### config.mk
export PLATFORM = sky130hd
export DESIGN_NAME = core_writeback
export DESIGN_NICKNAME = d
export VERILOG_FILES = /design/src/rtl/core_writeback_pkg.sv /design/src/rtl/core_writeback_fifo.sv /design/src/rtl/core_writeback.sv
export SDC_FILE = /design/constraint.sdc
export NUM_CORES = 1
export LEC_CHECK = 0
export ABC_AREA = 1
export BUFFER_PORTS_ARGS = -buffer_cell sky130_fd_sc_hd__buf_2
export CAP_MARGIN = 25
export CORE_MARGIN = 1.5
export CORE_UTILIZATION = 45
export CTS_CLUSTER_DIAMETER = 80
export CTS_CLUSTER_SIZE = 14
export DETAILED_ROUTE_END_ITERATION = 10
export PLACE_DENSITY = 0.69
export SLEW_MARGIN = 20
export SYNTH_ARGS = -nofsm -noshare
export SYNTH_HDL_FRONTEND = slang
export SYNTH_SLANG_ARGS = --single-unit
### constraint.sdc
create_clock -name clk -period 4.5 [get_ports clk]
set_input_delay 0.45 -clock clk [delete_from_list [all_inputs] [get_ports clk]]
set_output_delay 0.45 -clock clk [all_outputs]
set_load 0.03 [all_outputs]
### src/rtl/core_writeback_pkg.sv
// Shared core types plus the writeback entry carried through the load buffer
// and the writeback source mux.
package core_writeback_pkg;

    typedef logic [3:0]  reg_num;
    typedef logic [31:0] word;
    typedef logic [29:0] ptr;
    typedef logic [4:0]  psr_mode;

    localparam reg_num R15_PC = 4'd15;

    typedef struct packed {
        reg_num  rd;
        word     value;
        psr_mode mode;
    } wb_entry;

    function automatic logic is_pc(input reg_num r);
        return r == R15_PC;
    endfunction

endpackage

### src/rtl/core_writeback_fifo.sv
// Load buffer: LD_DEPTH-entry FIFO with pointers one bit wider than the index,
// so full and empty are told apart by the wrap bit.
module core_writeback_fifo
    import core_writeback_pkg::*;
#(
    parameter int LD_DEPTH = 2
) (
    input  logic                        clk,
    input  logic                        rst,
    input  logic                        push,
    input  wb_entry                     push_data,
    input  logic                        pop,
    output wb_entry                     head,
    output logic                        full,
    output logic                        empty,
    output logic [$clog2(LD_DEPTH):0]   space
);
    localparam int AW = $clog2(LD_DEPTH);

    wb_entry       mem_q [LD_DEPTH];
    logic [AW:0]   wptr_q, rptr_q;
    logic [AW:0]   count;
    logic          push_ok, pop_ok;

    assign count = wptr_q - rptr_q;
    assign full  = count == (AW + 1)'(LD_DEPTH);
    assign empty = wptr_q == rptr_q;
    assign space = (AW + 1)'(LD_DEPTH) - count;
    assign head  = mem_q[rptr_q[AW-1:0]];

    // A push into a full buffer lands in the slot being popped the same cycle.
    assign push_ok = push && (!full || pop);
    assign pop_ok  = pop && !empty;

    // NOTE: storage is not reset; only the pointers define which entries are valid.
    always_ff @(posedge clk) begin
        if (push_ok) mem_q[wptr_q[AW-1:0]] <= push_data;
    end

    always_ff @(posedge clk or posedge rst) begin
        if (rst) begin
            wptr_q <= '0;
            rptr_q <= '0;
        end else begin
            if (push_ok) wptr_q <= wptr_q + 1'b1;
            if (pop_ok)  rptr_q <= rptr_q + 1'b1;
        end
    end

endmodule

### src/rtl/core_writeback.sv
// Writeback stage: merges the stallable ALU and the buffered load unit onto the
// register file's single write port. CORE_WB_SCOREBOARD_EN adds the pending mask.
module core_writeback
    import core_writeback_pkg::*;
#(
    parameter int LD_DEPTH = 2
) (
    input  logic                        clk,
    input  logic                        rst,
    input  logic                        alu_valid,
    output logic                        alu_ready,
    input  reg_num                      alu_rd,
    input  word                         alu_value,
    input  psr_mode                     alu_mode,
    input  logic                        ld_valid,
    input  reg_num                      ld_rd,
    input  word                         ld_value,
    input  psr_mode                     ld_mode,
    output logic [$clog2(LD_DEPTH):0]   ld_space,
    input  logic                        issue_valid,
    input  reg_num                      issue_rd,
    output logic [15:0]                 pending,
    output logic                        wr_enable,
    output reg_num                      wr_r,
    output word                         wr_value,
    output psr_mode                     wr_mode,
    output logic                        branch,
    output ptr                          branch_target
);
    wb_entry alu_entry, ld_entry, head, sel;
    logic    fifo_full, fifo_empty, push, pop, sel_valid;

    assign alu_entry = '{rd: alu_rd, value: alu_value, mode: alu_mode};
    assign ld_entry  = '{rd: ld_rd,  value: ld_value,  mode: ld_mode};

    core_writeback_fifo #(.LD_DEPTH(LD_DEPTH)) u_fifo (
        .clk       (clk),
        .rst       (rst),
        .push      (push),
        .push_data (ld_entry),
        .pop       (pop),
        .head      (head),
        .full      (fifo_full),
        .empty     (fifo_empty),
        .space     (ld_space)
    );

    always_comb begin
        // NOTE: every signal driven here gets a default first, so no path can infer a latch.
        sel       = head;
        sel_valid = 1'b0;
        pop       = 1'b0;
        push      = 1'b0;
        alu_ready = 1'b0;
        if (fifo_full) begin
            // A load arriving now has no space and is dropped.
            sel_valid = 1'b1;
            pop       = 1'b1;
        end else if (alu_valid) begin
            sel       = alu_entry;
            sel_valid = 1'b1;
            alu_ready = 1'b1;
            push      = ld_valid;
        end else if (!fifo_empty) begin
            sel_valid = 1'b1;
            pop       = 1'b1;
            push      = ld_valid;
        end else if (ld_valid) begin
            sel       = ld_entry;
            sel_valid = 1'b1;
        end
    end

    wb_entry wr_q, wr_d;
    logic    wr_enable_q, wr_enable_d, branch_q, branch_d;
    ptr      target_q, target_d;

    always_comb begin
        wr_enable_d = sel_valid;
        wr_d        = wr_q;
        branch_d    = 1'b0;
        target_d    = target_q;
        if (sel_valid) begin
            wr_d = sel;
            if (is_pc(sel.rd)) begin
                branch_d = 1'b1;
                target_d = sel.value[31:2];
            end
        end
    end

    // NOTE: sequential state uses non-blocking assignments so every flop samples pre-edge values.
    always_ff @(posedge clk or posedge rst) begin
        if (rst) begin
            wr_enable_q <= 1'b0;
            wr_q        <= '0;
            branch_q    <= 1'b0;
            target_q    <= '0;
        end else begin
            wr_enable_q <= wr_enable_d;
            wr_q        <= wr_d;
            branch_q    <= branch_d;
            target_q    <= target_d;
        end
    end

    assign wr_enable     = wr_enable_q;
    assign wr_r          = wr_q.rd;
    assign wr_value      = wr_q.value;
    assign wr_mode       = wr_q.mode;
    assign branch        = branch_q;
    assign branch_target = target_q;

    a_ld_overflow: assert property (@(posedge clk) disable iff (rst)
        !(ld_valid && ld_space == '0))
        else $error("load presented with no buffer space; dropped");

`ifdef CORE_WB_SCOREBOARD_EN
    logic [15:0] pending_q, pending_d;

    // Set after clear: a same-cycle issue to the written register stays pending.
    always_comb begin
        pending_d = pending_q;
        if (sel_valid)   pending_d[sel.rd]   = 1'b0;
        if (issue_valid) pending_d[issue_rd] = 1'b1;
    end

    always_ff @(posedge clk or posedge rst) begin
        if (rst) pending_q <= '0;
        else     pending_q <= pending_d;
    end

    assign pending = pending_q;

    a_issue_hazard: assert property (@(posedge clk) disable iff (rst)
        !(issue_valid && pending_q[issue_rd]))
        else $error("issue to a register with an outstanding write");
`else
    logic unused_issue;
    assign unused_issue = ^{issue_valid, issue_rd};
    assign pending      = '0;
`endif

endmodule

==> impl_results.md <==
* Final min period at 3341 ps
* Clock transition at path regs at 60 ps
* Post-cts gate resize count at 0
* Post-Synth XOR/XNOR Area at 0.4893%
* Cell area power density at 883.3 mW/mm^2
* Area leader, netlist: edfxtp_1
* Syn_area_per_cell at 9.677 um^2
* Synth area leaders: edfxtp_1 (34%), dfrtp_1 (27%), nand2_1 (9.9%), a21oi_1 (4.6%), o21ai_0 (3.8%)
* Drc violations at 0
* Sequential area share after synthesis at 61.30%
* Die height at 129.1 um
* Gp weighted congestion at 0.7591
* DP Cell Count at 1078
* CTS tree: built
* Final Hold Fails at 0
* WS Path Type: reg -> reg
* Synthesized area at 0.007161 mm^2
* Initial Utilization at 46.59%
* Post-DRT Antenna Nets at 0
* Vias in the first global route at 5212
* Most common cell after layout, fill and taps aside: nand2_1
* Most frequent cells in the layout: nand2_1 (188), buf_2 (161), edfxtp_1 (82)
* Critical path data required time at 4810 ps
* Longest Clk Path Bufs at 2
* FP Rows at 45
* Final instance area at 0.008650 mm^2
* Compound-gate portion of the synthesized area at 10.19%
* Prevailing post-synth register cell: edfxtp_1
* Final Net Count at 979
* Reg2reg start: u_fifo.wptr_q[0]$_DFFE_PP0P_
* Clk_lat worst skew at 430 ps
* Number of synthesized flops with an enable pin at 82
* # diodes at 0
* Number of max-cap violations at 0
* Worst clock skew at 7.617 ps
* Leak at 4.105 nW
* TritonCTS Buffers at 17
* Status: complete, no violations
* Simple-gate share of the synthesized area at 19.41%
* Number of distinct library cells after synthesis at 31
* Placed inst area at 0.008040 mm^2
* Via-per-instance ratio at 4.948
* Initial antenna violation count at 0
* Area Overhead vs Synth at 20.79%
* CP startpoint kind: register
* Sinks on Clock Net at 159
* Final slew viol count at 0
* CP max stage cell: ha_1
* Worst path max stage delay at 470 ps
* DR pass1 iterations at 5
* Dpl hpwl at 11150 um
* Crit. path cell count at 13
* CP Capture Type: register
* H-tree depth at 4
* Yosys Warn Count at 0
* Post-synth top area share at 34.39%
* GRT Residual Overflow at 0
* Largest family of logic cells by synthesized area: simple AND/OR/NAND/NOR gates
* Critical path buffer and inverter count at 4
* Die W at 129.1 um
* Layout cells sized above 1 at 27.47%
* Worst Reg2Reg Path Length in Cells at 13
* Setup tns final at 0 ps
* Core Box Area at 0.01537 mm^2
* Post-CTS setup buffer count at 0
* Die footprint at 0.01668 mm^2
* Root buffer cell: clkbuf_16
* # hold bufs at CTS at 0
* Total GRT Usage at 22.25%
* DRT iter0 DRCs at 380
* Worst-margin pin slew at 789.0 ps
* Final setup fails at 0
* Fmax at 0.2993 GHz
* Post-synthesis register bit count at 159
* Final non-filler cell total at 1110
* Critical path peak fanout at 38
* Most used cell, CP: nand2_1
* Async S/R FF share, synth at 48.43%
* Crit-path cells: inv_1 -> ha_1 -> ha_2 -> buf_4 -> inv_1 -> nand4_1 -> nand3_1 -> nand2_1 -> inv_2 -> nor2_4 -> nand2_4 -> nand2_1 -> nand2_1
* Worst r2r dst: branch_target[12]$_DFFE_PP0P_
* First-pass GRT wire length at 27410 um
* FILL cells at 1406
* Hold Path Class: in -> async
* FF-to-FF setup slack at 1160 ps
* RSZ-0062 raised after global routing: false
* Wire length per cell at 15.84 um
* Mux cell area share after synthesis at 1.188%
* Total number of vias at 5492
* Synth Area in Adders at 0.3495%
* Crit path max-delay family: simple AND/OR/NAND/NOR gates
* Routed WL at 17590 um
* Crit share post-route at 74.24%
* Worst vdd ir at 0.4997 mV
* Mapped Cells at 740
* CP arrival at 3650 ps
* Largest net degree at the start of global routing at 78
* Max-slew headroom at 47.40%
* Count of input and output buffers at 161
* I/O pin cnt at 183
[synth_stat cells (2+ instances only)]
cell,instances
nand4_1,5
nand2_4,3
nor2_4,4
mux2i_1,4
nand3_1,37
buf_4,19
xor2_1,4
o21ai_0,55
mux2_2,4
ha_1,2
clkbuf_1,16
o211ai_1,7
or2_2,8
edfxtp_1,82
buf_2,16
dfrtp_1,77
nand2_2,12
clkbuf_2,2
nor2_1,66
o21ai_1,4
buf_1,3
inv_2,7
a21oi_1,66
a31oi_1,7
inv_1,34
buf_6,4
nand2_1,188
[cell type report]
class	instances	area, um^2	share of cell area [%]
inverter	41	155.1	1.794
multi-input combinational	495	2342	27.08
timing repair buffer	172	888.4	10.27
tap	211	264.0	3.052
clock inverter	8	62.56	0.7233
clock buffer	24	546.8	6.321
sequential	159	4390	50.76
[flip-flops by register name (all words and copies together), names as in the netlist]
register and flops:
u_fifo.mem_q 82, branch 1, u_fifo.rptr_q 2, wr_enable 1
wr_mode 5, wr_value 32, u_fifo.wptr_q 2, branch_target 30
wr_r 4
[per-stage QoR]
| stage | util, % | setup WS, ps | total power [W] | hold WS (ps) |
|---|---|---|---|---|
| 6_report | 56.27 | 1159 | 0.007640 | 83.05 |
| 5_1_grt | 56.27 | 859.7 | 0.008194 | 126.4 |
| 4_1_cts | 56.27 | 1130 | 0.007702 | 107.2 |
| 3_5_place_dp | 52.31 | 1168 | 0.006231 | 453.2 |
| 3_3_place_gp | 52.31 | 1195 | 0.006173 | 448.8 |
| 2_1_floorplan | - | 595.5 | 0.005234 | 499.8 |
[cell families after synthesis]
logic type | count (synthesis)
buffers and inverters | 101
DFF | 159
xor gates and xnor gates | 4
AOI/OAI and AO/OA | 140
and+or+nand+nor | 325
other | 1
muxes | 8
adders and majority gates | 2
[how the worst max path moves through the flow]
stage	start	slack, ps	end
after floorplan	u_fifo.wptr_q[0]$_DFFE_PP0P_	600	u_fifo.mem_q[1][0]$_DFFE_PP_
after global placement	u_fifo.wptr_q[0]$_DFFE_PP0P_	1200	branch_target[16]$_DFFE_PP0P_
after detailed placement	u_fifo.wptr_q[0]$_DFFE_PP0P_	1170	branch_target[12]$_DFFE_PP0P_
after CTS	u_fifo.wptr_q[0]$_DFFE_PP0P_	1130	branch_target[12]$_DFFE_PP0P_
after global routing	u_fifo.wptr_q[0]$_DFFE_PP0P_	860	branch_target[24]$_DFFE_PP0P_
final	u_fifo.wptr_q[0]$_DFFE_PP0P_	1160	branch_target[12]$_DFFE_PP0P_
[routing by layer]
layer	track usage (%)	routed length, um
met2	35.61	8245
met1	29.11	7758
met3	6.441	1411
met5	0	0
met4	7.733	170
[power by group]
part           switching, W  internal [W]  total [W]
combinational       0.00270       0.00105    0.00375
sequential         0.000230       0.00220    0.00243
clock              0.000603      0.000859    0.00146
Note: power is estimated with default switching activity, not from simulation.
